File: src/rtl/digit_mux.sv
// digit_mux: time-multiplexed 4-digit hex scanner with dead-time gaps, frame-aligned display updates and leading-zero blanking
// Ports: clk rising-edge clock; reset async active-low;
//        load_valid/load_data/load_ready accept a 16-bit value into a one-deep pending buffer;
//        blank_lz enables leading-zero blanking; nib is the current digit's nibble;
//        an is the active-low anode vector; frame_tick pulses on the first cycle of digit 0.
module digit_mux #(
  parameter int DIV   = 12000,
  parameter int BLANK = 64
) (
  input  logic        clk,
  input  logic        reset,
  input  logic        load_valid,
  input  logic [15:0] load_data,
  output logic        load_ready,
  input  logic        blank_lz,
  output logic [3:0]  nib,
  output logic [3:0]  an,
  output logic        frame_tick
);
  localparam int CW = $clog2(DIV > BLANK ? DIV : BLANK);
  typedef enum logic {SHOW, GAP} state_t;
  state_t state, state_nx;
  logic [CW-1:0] cnt, cnt_nx;
  logic [1:0] idx, idx_nx;
  logic [15:0] disp, pend;
  logic pend_v, slot_end, boundary, accept;
  logic [3:0] zero_hi;
  // zero_hi[k] is set when nibbles k..3 are all zero; digit 0 is never blanked
  assign zero_hi = {disp[15:12] == 4'h0, disp[15:8] == 8'h0, disp[15:4] == 12'h0, 1'b0};
  assign nib = disp[{idx, 2'b00} +: 4];
  assign an = (state == SHOW && !(blank_lz && zero_hi[idx])) ? ~(4'b0001 << idx) : 4'hF;
  always_comb begin
    slot_end = cnt == (state == SHOW ? CW'(DIV - 1) : CW'(BLANK - 1));
    state_nx = slot_end ? (state == SHOW ? GAP : SHOW) : state;
    cnt_nx = slot_end ? '0 : cnt + 1'b1;
    idx_nx = (slot_end && state == GAP) ? idx + 2'd1 : idx;
    // the GAP->SHOW edge wrapping idx 3->0 starts a new frame
    boundary = slot_end && state == GAP && idx == 2'd3;
    load_ready = !pend_v || boundary;
    accept = load_valid && load_ready;
  end
  always_ff @(posedge clk or negedge reset) begin
    if (!reset) begin
      state <= GAP;
      cnt <= '0;
      idx <= 2'd3;
      disp <= 16'h0000;
      pend <= 16'h0000;
      pend_v <= 1'b0;
      frame_tick <= 1'b0;
    end else begin
      state <= state_nx;
      cnt <= cnt_nx;
      idx <= idx_nx;
      frame_tick <= boundary;
      if (boundary && pend_v) disp <= pend;
      if (accept) pend <= load_data;
      // a same-edge accept refills the buffer the boundary just drained
      pend_v <= accept || (pend_v && !boundary);
    end
  end
endmodule

File: config.mk
export PLATFORM = sky130hd
export DESIGN_NAME = digit_mux
export DESIGN_NICKNAME = d
export VERILOG_FILES = /design/src/rtl/digit_mux.sv
export SDC_FILE = /design/constraint.sdc
export NUM_CORES = 1
export LEC_CHECK = 0
export ABC_CLOCK_PERIOD_IN_PS = 2200
export CAP_MARGIN = 30
export CORE_UTILIZATION = 35
export DETAILED_ROUTE_END_ITERATION = 8
export PLACE_DENSITY = 0.68
export SYNTH_ARGS = -nofsm -noshare
export SYNTH_HDL_FRONTEND = slang
export SYNTH_SLANG_ARGS = --single-unit
File: constraint.sdc
create_clock -name clk -period 2.2 [get_ports clk]
set_input_delay 0.44 -clock clk [delete_from_list [all_inputs] [get_ports clk]]
set_output_delay 0.44 -clock clk [all_outputs]
set_load 0.05 [all_outputs]
# After elaboration in Yosys (flattened, before gate mapping)
# Cells that the tools add are included.
dict set report word_totals {
  ff_bits 51
  output_inout_bits 10
  word_cells 37
}
dict set report op_classes {
  addsub 2
  n_lt_le_gt_ge 1
  eq_ne 2
  n_shift 2
  mux 6
  bitwise 2
  reduce_logical 15
}
# cell n
set op_table {}
lappend op_table {{$mux W14} 2}
lappend op_table {{$shiftx A16 B5 Y4} 1}
lappend op_table {{$add A14 B1 Y14 const B} 1}
lappend op_table {{$eq A14 B14 Y1} 1}
lappend op_table {{$logic_not A12 Y1} 1}
lappend op_table {{$logic_not A8 Y1} 1}
lappend op_table {{$logic_and A1 B1 Y1} 7}
lappend op_table {{$logic_not A4 Y1} 1}
lappend op_table {{$mux W4} 1}
lappend op_table {{$not A4 Y4} 1}
lappend op_table {{$shl A1 B2 Y4 const A} 1}
lappend op_table {{$logic_not A1 Y1} 3}
lappend op_table {{$lt A2 B3 Y1 const B} 1}
lappend op_table {{$add A2 B1 Y2 const B} 1}
lappend op_table {{$bmux W1 S2} 1}
lappend op_table {{$eq A2 B2 Y1 const B} 1}
lappend op_table {{$logic_or A1 B1 Y1} 2}
lappend op_table {{$mux W1} 2}
lappend op_table {{$not A1 Y1} 1}

# Depth between registers and ports, before layout
# Gate-level depths: netlist of the first run.
dict set report logic_depth {
  depth_word 7
  depth_mapped 6
}

# Worst setup path after synthesis of the first run
# OpenSTA, ideal clock, no wires.
dict set report synth_timing {
  path_type {flip-flop to flip-flop}
  startpoint {reg idx[1]}
  endpoint {reg pend[10]}
  setup_ns 0.125
  arrival_time_ns 2.646
  setup_slack_ns -0.571
  path_stages_with_launch 7
  n_path_buf 1
  period_less_slack_ns 2.771
  path_cell_list {dfstp_2 > ha_1 > or3b_2 > o41ai_4 > nand2_4 > buf_6 > mux2_4}
}
dict set report synth_via {
  elab_chain_len 4
}
# item line_no
set synth_rtl {}
lappend synth_rtl {{start, declared} 24} ;# logic [1:0] idx, idx_nx;
lappend synth_rtl {{start signal, assigned} 54} ;# idx <= idx_nx;
lappend synth_rtl {{$eq A2 B2 Y1} 38} ;# boundary = slot_end && state == GAP && idx == 2'd3;
lappend synth_rtl {{$logic_and A1 B1 Y1} 38}
lappend synth_rtl {{$logic_or A1 B1 Y1} 39} ;# load_ready = !pend_v || boundary;
lappend synth_rtl {{net load_ready} 14} ;# output logic load_ready,
lappend synth_rtl {{$logic_and A1 B1 Y1} 40} ;# accept = load_valid && load_ready;
lappend synth_rtl {{end signal, assigned} 57} ;# if (accept) pend <= load_data;
lappend synth_rtl {{end, declared} 25} ;# logic [15:0] disp, pend;
# The timed path passes the listed nets, and every way through them passes these cells.
# A chain may end at the register's enable or synchronous reset.

# Worst setup path after layout of the first run
dict set report layout_timing {
  startpoint {reg idx[0]}
  endpoint {out load_ready}
}
dict set report layout_via {
  elab_chain_len 3
}
# item line_no
set layout_rtl {}
lappend layout_rtl {{$eq A2 B2 Y1} 38}
lappend layout_rtl {{$logic_and A1 B1 Y1} 38}
lappend layout_rtl {{$logic_or A1 B1 Y1} 39}
lappend layout_rtl {{end, declared} 14}
# No other way between the ends.

==> impl_metrics.env, run 1 <==
export IMPL_highest_layer="met4"
export IMPL_fmax_ghz=0.4080
export IMPL_port_buffers=29
export IMPL_cts_buffers_inserted=5
export IMPL_clock_latency_ns=0.30
export IMPL_firstDrtPassIters=6
export IMPL_htree_levels=2
export IMPL_synth_async_reset_ratio=1.000
export IMPL_gp_congestion=0.7481
export IMPL_period_needed_ns=2.451
export IMPL_synth_yosys_warnings=0
export IMPL_coreArea_um2=6459
export IMPL_power_leakage_uw=0.001475
export IMPL_min_delay_path_class="input pin to asynchronous set/reset pin"
export IMPL_antenna_cells=0
export IMPL_synth_cell_types=36
export IMPL_finalCritPeriodShare=1.114
export IMPL_final_hold_viol_count=0
export IMPL_wl_met2_mm=2.263
export IMPL_synth_area_top_cells="dfrtp_1 (50%), mux2_2 (10%), mux2_4 (6.3%)"
export IMPL_routedWlPerCell_um=14.78
export IMPL_grt_max_degree=29
export IMPL_endpoint_kind="primary output"
export IMPL_grt_pass1_wl_mm=7.369
export IMPL_initialDrtViolationCount=74
export IMPL_power_density_nw_per_um2=481.5
export IMPL_cts_hold_buf=0
export IMPL_syn_nets=199
export IMPL_synth_edff_count=0
export IMPL_clock_sinks=51
export IMPL_antenna_found_initial=0
export IMPL_synth_area_um2=2386
export IMPL_synth_cells=174
export IMPL_area_delta_synth_final_pct=32.51
export IMPL_num_vias=1540
export IMPL_clkTransAtPathRegs_ns=0.10
export IMPL_final_common_cell="dfrtp_1"
export IMPL_cts_tree="yes"
export IMPL_seq_area_frac_synth=0.5364
export IMPL_ys_seq_elements=51
export IMPL_critical_path_class="register to primary output"
export IMPL_rows=29
export IMPL_irDropWorstVdd_uv=219.3
export IMPL_post_place_ws_ns=-0.03229
export IMPL_max_slew_margin_rel=0.6403
export IMPL_overflow=0
export IMPL_syn_area_per_cell_um2=13.71
export IMPL_final_nets=259
export IMPL_violations="DRC, setup timing"
export IMPL_routed_wl_mm=4.610
export IMPL_setup_viol=8
export IMPL_grt_pass1_vias=1554
export IMPL_ys_flop_type="dfrtp_1"
export IMPL_tightest_slew_ns=0.5396
export IMPL_fin_ws_ns=-0.2507
export IMPL_yosysTopAreaCellShare=0.5034
export IMPL_avgViaCountPerCell=4.936
export IMPL_io_pins=30
export IMPL_start_util=0.3694
export IMPL_layout_drive_gt1_share=0.4298
export IMPL_die_w_um=84.57
export IMPL_startpoint_type="register"
export IMPL_status="finished with violations"
export IMPL_die_area_um2=7151
export IMPL_maxSlewViolCount=0
export IMPL_die_h_um=84.57
export IMPL_dp_hpwl_mm=3.123
export IMPL_drv_cap=0
export IMPL_yosysTopAreaCell="dfrtp_1"
export IMPL_clock_root_buffer="clkbuf_8"
export IMPL_cp_max_fo=2
export IMPL_wl_met3_um=125
export IMPL_skew_ns=0.01569
export IMPL_total_power_uw=1522
export IMPL_fin_util=0.4895
export IMPL_cts_root_to_sink_buffers=2
export IMPL_drc=4
export IMPL_crit_arrival_ns=2.01
export IMPL_final_cell_mix="dfrtp_1 (48), buf_4 (26), mux2_2 (22), clkdlybuf4s50_1 (19), nor2_1 (11)"
export IMPL_wl_met1_mm=2.179
export IMPL_rsz0062_at_grt="yes"
export IMPL_track_usage=0.1322
export IMPL_final_antenna_net_count=0
export IMPL_crit_required_ns=1.76
## per-layer routing
metal  vias to the layer above  track usage
met5                         -            0
met2                        25       0.2166
li1                        741            -
met1                       772       0.1748
met3                         2      0.03048
met4                         0      0.04160
## cell usage after synthesis, drive strengths merged, types with 2 or more instances
cell type and n:
nor4 4, nand3 8, nor3 5, xor2 5, mux4 4, dfstp 3, or2 3, nor2 11
inv 4, buf 3, ha 5, dfrtp 48, o21ai 2, mux2 32, or4 4, nand2 8
nand4 5, xnor2 8, a21oi 2
## state kept, by name, summed over array words and instances, names as in the netlist
register    count
pend           16
frame_tick      1
disp           16
pend_v          1
state           1
idx             2
cnt            14
## cell type report
type                       count  area [um^2]
clock buffer                   6        72.57
clock inverter                 2        13.76
fill                         574         3297
inverter                       4        18.77
multi-input combinational    116         1116
sequential                    51         1280
tap                           77        96.34
timing repair buffer          56        564.3
## final timing paths
path / depth (start not counted) / end / startpoint / slack, ns
worst max-delay path: 5 / load_ready / idx[0] / -0.25
worst min-delay path: 1 / pend[6] / reset / 0.11
worst max register to register: 6 / pend[6] / idx[0] / 0.01
worst min register to register: 1 / cnt[0] / cnt[0] / 0.49
max in group asynchronous: 2 / idx[1] / reset / 1.49
min in group clk: 1 / cnt[0] / cnt[0] / 0.49
## through the flow
stage	cell area (um^2)	hold WS, ns	instances	TNS [ns]
detailed placement	2924	0.4581	292	-0.4434
finish	3162	0.1101	312	-0.9156
global placement	2924	0.4591	292	-0.1538
global route	3162	0.1444	312	-2.100
CTS	3092	0.1281	307	-0.8965
floorplan	2405	0.1444	174	-7.859
## power breakdown
part | switching, uW | internal, uW
clock network | 304 | 225
registers | 0 | 937
logic | 24.6 | 32.3
## logic make-up after synthesis
group                    count (synthesis)  synth area share
AO/OA/AOI/OAI                            6           0.02465
XOR/XNOR                                13           0.04772
adder cells (fa/ha/maj)                  5           0.02622
buffers and inverters                    8           0.01940
flip-flops                              51            0.5364
multiplexers                            36            0.2045
AND/OR/NAND/NOR                         55            0.1411
## what timing repair did
| item | 4_1_cts | 5_1_grt |
|---|---|---|
| setup buffers | 7 | 5 |
| setup endpoints to repair | 40 | 36 |
| resized for setup | 7 | 3 |
| gates cloned | 0 | 1 |
| pin swaps | 8 | 6 |
## critical path, cell delays in order (launching register included)
cell and delay [ns]:
dfstp_2 0.57, ha_4 0.13, or3b_4 0.39, o41ai_4 0.32
buf_4 0.18, buf_12 0.12
Power figures use the tool's default switching activity.
==> run 2: changes to the inputs <==
--- a/config.mk
+++ b/config.mk
@@ -8,7 +8,8 @@
 export ABC_CLOCK_PERIOD_IN_PS = 2200
 export CAP_MARGIN = 30
+export CORE_ASPECT_RATIO = 0.6
 export CORE_UTILIZATION = 35
 export DETAILED_ROUTE_END_ITERATION = 8
-export PLACE_DENSITY = 0.68
+export PLACE_DENSITY = 0.55
 export SYNTH_ARGS = -nofsm -noshare
 export SYNTH_HDL_FRONTEND = slang
==> constraint.sdc (replaced) <==
create_clock -name clk -period 2.2 [get_ports clk]
set_input_delay 0.22 -clock clk [delete_from_list [all_inputs] [get_ports clk]]
set_output_delay 0.22 -clock clk [all_outputs]
set_load 0.05 [all_outputs]
==> run 2 against run 1 <==
Net effect: the run ends with setup timing left; fmax up 8.2%; utilization up 1.0 points; clock power up 50%; sequential cell count unchanged; power up 17%; via count down 0.32%; routed wire length up 9.0%; critical endpoint unchanged.
==> impl_metrics.env, run 2 (synthesis results as in run 1) <==
export IMPL_die_h_um=65.96
export IMPL_track_usage=0.1642
export IMPL_port_buffers=29
export IMPL_layout_drive_gt1_share=0.4148
export IMPL_drv_cap=0
export IMPL_grt_pass1_wl_mm=8.562
export IMPL_rows=22
export IMPL_power_density_nw_per_um2=564.8
export IMPL_start_util=0.3769
export IMPL_routedWlPerCell_um=16.05
export IMPL_avgViaCountPerCell=4.904
export IMPL_final_common_cell="dfrtp_1"
export IMPL_fin_ws_ns=-0.06598
export IMPL_coreArea_um2=6331
export IMPL_num_vias=1535
export IMPL_firstDrtPassIters=4
export IMPL_irDropWorstVdd_uv=255.7
export IMPL_maxSlewViolCount=0
export IMPL_finalCritPeriodShare=1.030
export IMPL_startpoint_type="register"
export IMPL_drc=0
export IMPL_power_leakage_uw=0.001476
export IMPL_critical_path_class="register to primary output"
export IMPL_dp_hpwl_mm=3.677
export IMPL_cts_root_to_sink_buffers=2
export IMPL_final_cell_mix="dfrtp_1 (48), buf_4 (24), mux2_2 (22), clkdlybuf4s50_1 (19), nor2_1 (11)"
export IMPL_die_w_um=108.6
export IMPL_die_area_um2=7162
export IMPL_grt_max_degree=32
export IMPL_routed_wl_mm=5.025
export IMPL_final_antenna_net_count=0
export IMPL_io_pins=30
export IMPL_cts_tree="yes"
export IMPL_cts_buffers_inserted=5
export IMPL_min_delay_path_class="register to register"
export IMPL_endpoint_kind="primary output"
export IMPL_crit_required_ns=1.98
export IMPL_fin_hold_ws_ns=0.4929
export IMPL_skew_ns=0.005695
export IMPL_violations="setup timing"
export IMPL_fmax_ghz=0.4413
export IMPL_multi_input_area_um2=1129
export IMPL_clock_root_buffer="clkbuf_16"
export IMPL_setup_viol=11
export IMPL_cp_max_fo=3
export IMPL_htree_levels=2
export IMPL_clock_sinks=51
export IMPL_antenna_cells=0
export IMPL_initialDrtViolationCount=52
export IMPL_clock_latency_ns=0.30
export IMPL_final_nets=253
export IMPL_final_hold_viol_count=0
export IMPL_crit_arrival_ns=2.05
export IMPL_antenna_found_initial=0
export IMPL_fin_util=0.4998
export IMPL_tightest_slew_ns=0.7012
export IMPL_grt_pass1_vias=1645
export IMPL_fillerInstances=545
export IMPL_overflow=0
export IMPL_reg_top3="disp (16), pend (16), cnt (14)"
export IMPL_period_needed_ns=2.266
export IMPL_status="finished with violations"
export IMPL_max_slew_margin_rel=0.5326
export IMPL_gp_congestion=0.7783
export IMPL_area_delta_synth_final_pct=32.62
export IMPL_clkTransAtPathRegs_ns=0.07
export IMPL_seq_area_um2=1280
export IMPL_total_power_uw=1787
export IMPL_rsz0062_at_grt="yes"
## run 2: changes by cell type in the layout (fill, tap and decap cells not counted), moves of 2 or more
cell,change
buf_12,-2
inv_6,+2
clkbuf_16,+5
clkbuf_8,-5
buf_6,-3
buf_4,-2
## run 2: layout make-up
cell class              count  share of cell area
inverters                   4            0.004745
clock buffers               5             0.03954
repair buffers             50              0.1534
well taps                  84             0.03321
clock inverters             3            0.007908
flip-flops and latches     51              0.4045
multi-input cells         116              0.3567
## run 2: path summary, 6_finish.rpt
kind                               to  startpoint  depth (start not counted)  slack [ns]
setup / recovery           load_ready       state                          4       -0.07
hold / removal                 cnt[0]      cnt[0]                          1        0.49
setup reg to reg              pend[8]       state                          5       -0.02
hold reg to reg                cnt[0]      cnt[0]                          1        0.49
max in group asynchronous     pend[9]       reset                          3        1.06
min in group asynchronous      cnt[1]       reset                          2        0.51
## run 2: critical path, stage by stage, from the launching register on
cell     delay, ns
dfstp_2       0.56
or4bb_4       0.49
o41ai_4       0.38
buf_4         0.19
buf_12        0.13
## run 2: what timing repair did
item / in CTS / in global routing
setup endpoints to repair: 35 / 37
endpoints found under the hold margin: 26 / 0
gates resized for setup: 5 / 3
pin swaps: 6 / 7
hold buffers: 1 / 0
buffers inserted: 4 / 2
gates cloned: 1 / 0
## run 2: routing by layer
layer  track usage  vias to the layer above  share of wire
met5             0                        -              0
met1        0.2475                      758           0.53
li1              -                      738              -
met3       0.03941                        7          0.052
met2        0.2255                       32           0.41
met4       0.05912                        0          0.010
## run 2: stage by stage
stage,instances,instance area (um^2),setup WS (ns),setup TNS (ns)
floorplan,174,2405,-0.5387,-7.663
CTS,311,3138,-0.09127,-0.4147
global placement,297,2905,0.01196,0
finish,313,3164,-0.06598,-0.2059
global route,313,3164,-0.1102,-0.8397
detailed placement,297,2905,-0.05996,-1.483
## run 2: where the power goes
part / total [uW] / internal (uW) / switching [uW] / leakage [uW]
clock network: 791 / 430 / 361 / 0.0000708
registers: 937 / 937 / 0 / 0.000682
logic: 59.0 / 32.3 / 26.8 / 0.000723
==> run 3: changes to the inputs <==
Settings changed: ABC_AREA set to 1, CORE_UTILIZATION 35 to 30, PLACE_DENSITY 0.55 to 0.48.
==> run 3 against run 2 <==
Net effect: the run now ends clean; clock skew increased by 0.0017 ns; critical path type unchanged; highest routed layer unchanged; sequential cell count unchanged; largest cell class unchanged; synthesized area increased by 2.7%.
==> impl_metrics.env, run 3 <==
export IMPL_skew_ns=0.007416
export IMPL_grt_pass1_vias=1836
export IMPL_seq_area_frac_synth=0.5225
export IMPL_irDropWorstVdd_uv=329.0
export IMPL_crit_arrival_ns=1.95
export IMPL_total_power_uw=1797
export IMPL_synth_area_um2=2450
export IMPL_critical_path_class="register to primary output"
export IMPL_die_h_um=72
export IMPL_r2r_end="pend[0]"
export IMPL_drc=0
export IMPL_num_vias=1935
export IMPL_clock_sinks=51
export IMPL_gp_congestion=0.8184
export IMPL_power_density_nw_per_um2=580.6
export IMPL_cp_max_fo=4
export IMPL_clock_root_buffer="clkbuf_16"
export IMPL_power_leakage_uw=0.001585
export IMPL_track_usage=0.1480
export IMPL_cts_tree="yes"
export IMPL_port_buffers=29
export IMPL_synth_edff_count=0
export IMPL_clkTransAtPathRegs_ns=0.07
export IMPL_routed_wl_mm=5.792
export IMPL_fin_tns_setup_ns=0
export IMPL_synth_yosys_warnings=0
export IMPL_rsz0062_at_grt="yes"
export IMPL_fin_util=0.3925
export IMPL_firstDrtPassIters=4
export IMPL_ys_seq_elements=51
export IMPL_cts_root_to_sink_buffers=2
export IMPL_dp_hpwl_mm=4.236
export IMPL_fmax_ghz=0.4599
export IMPL_htree_levels=2
export IMPL_maxSlewViolCount=0
export IMPL_coreArea_um2=7883
export IMPL_grt_max_degree=52
export IMPL_area_delta_synth_final_pct=26.30
export IMPL_netlist_top_cells_count="nand2_1 (96), dfrtp_1 (48), nand3_1 (29)"
export IMPL_status="complete, no violations"
export IMPL_cts_buffers_inserted=5
export IMPL_setup_viol=0
export IMPL_final_cell_mix="nand2_1 (96), dfrtp_1 (48), nand3_1 (29), nor2_1 (25), inv_1 (24)"
export IMPL_crit_required_ns=1.98
export IMPL_final_nets=353
export IMPL_antenna_found_initial=0
export IMPL_endpoint_kind="primary output"
export IMPL_synth_cell_types=34
export IMPL_startpoint_type="register"
export IMPL_finalCritPeriodShare=0.9884
export IMPL_synth_cells=293
export IMPL_overflow=0
export IMPL_r2r_start="state"
export IMPL_die_area_um2=8544
export IMPL_syn_nets=318
export IMPL_stdcell_area_um2=3094
export IMPL_antenna_cells=0
export IMPL_post_place_ws_ns=0.1873
export IMPL_reg2reg_setup_slack_ns=0.19
export IMPL_avgViaCountPerCell=4.428
export IMPL_period_needed_ns=2.175
export IMPL_io_pins=30
export IMPL_placed_area_um2=2902
export IMPL_routedWlPerCell_um=13.25
export IMPL_syn_area_per_cell_um2=8.361
export IMPL_yosysTopAreaCellShare=0.4903
export IMPL_synth_async_reset_ratio=1.000
export IMPL_reg_top3="disp (16), pend (16), cnt (14)"
export IMPL_max_slew_margin_rel=0.5580
export IMPL_final_hold_viol_count=0
export IMPL_min_delay_path_class="input pin to asynchronous set/reset pin"
export IMPL_tightest_slew_ns=0.6630
export IMPL_fin_ws_ns=0.02543
export IMPL_synth_area_top_cells="dfrtp_1 (49%), nand2_1 (15%), nand3_1 (5.9%)"
export IMPL_start_util=0.3108
export IMPL_die_w_um=118.7
export IMPL_initialDrtViolationCount=196
export IMPL_clock_latency_ns=0.29
export IMPL_ys_flop_type="dfrtp_1"
export IMPL_reg2regPathDepth=12
export IMPL_rows=25
export IMPL_drv_cap=0
export IMPL_layout_drive_gt1_share=0.1307
export IMPL_final_common_cell="nand2_1"
export IMPL_post_synth_top_count_cell="nand2_1"
export IMPL_final_antenna_net_count=0
export IMPL_fillerInstances=815
export IMPL_grt_pass1_wl_mm=9.770
export IMPL_yosysTopAreaCell="dfrtp_1"
## run 3: changes by cell type after synthesis, moves of 4 or more
cell and change:
nor2_1 +15, o21ai_0 +14, mux2_4 -10, xnor2_1 -8, mux2_2 -22, inv_1 +20, nand3_1 +22, nand4_1 -4
nand2_1 +89, mux4_2 -4, a21oi_1 +7
## run 3: worst max path at each step
stage / depth (start not counted) / from / slack, ns / to
after floorplan: 4 / idx[0] / 0.01 / nib[1]
after global placement: 11 / state / 0.26 / pend[9]
after detailed placement: 10 / cnt[0] / 0.19 / pend[4]
after CTS: 6 / idx[0] / 0.002 / an[1]
after global routing: 6 / idx[0] / -0.03 / an[1]
final: 6 / idx[0] / 0.03 / an[1]
## run 3: area by class of cell
type                    count  area [um^2]  share of cell area
inverters                  28        111.4             0.03599
flip-flops and latches     51         1280              0.4137
multi-input cells         206         1022              0.3304
clock buffers               6        138.9             0.04488
repair buffers             36        390.4              0.1262
clock inverters             2        16.27            0.005257
well taps                 108        135.1             0.04367
## run 3: repair_timing
action,in CTS,in global routing
endpoints found under the setup margin,1,32
gates resized for setup,1,3
hold buffers,0,0
pin swaps,1,1
endpoints found under the hold margin,0,0
setup buffers,2,0
## run 3: critical path, cell delays in order (launching register included)
cell and delay [ns]:
dfstp_2 0.53, inv_1 0.04, or2_2 0.28, o41ai_1 0.24
nand3_1 0.22, nand3_1 0.20, buf_12 0.16
## run 3: kinds of logic after synthesis
logic type	synth area share
simple gates	0.3034
flops	0.5225
buf+inv	0.06793
compound gates	0.07355
fa+ha+maj	0.02554
xor+xnor	0.007151
## run 3: metal layers
metal  GRT usage  share of wire  vias up
li1            -              -     1005
met3     0.03459          0.057        2
met4     0.02532         0.0026        0
met5           0              0        -
met1      0.2572           0.60      887
met2      0.1728           0.34       41
## run 3: power by group
part	internal (uW)	total (uW)	switching (uW)
combinational	31.3	61.2	29.8
clock	455	798	343
sequential	937	937	0
total	1420	1800	373
## run 3: through the flow
stage / hold slack [ns] / std cells
floorplan: -0.07559 / 293
global placement: 0.3841 / 427
detailed placement: 0.3790 / 427
CTS: 0.06966 / 437
global route: 0.09515 / 437
finish: 0.01990 / 437
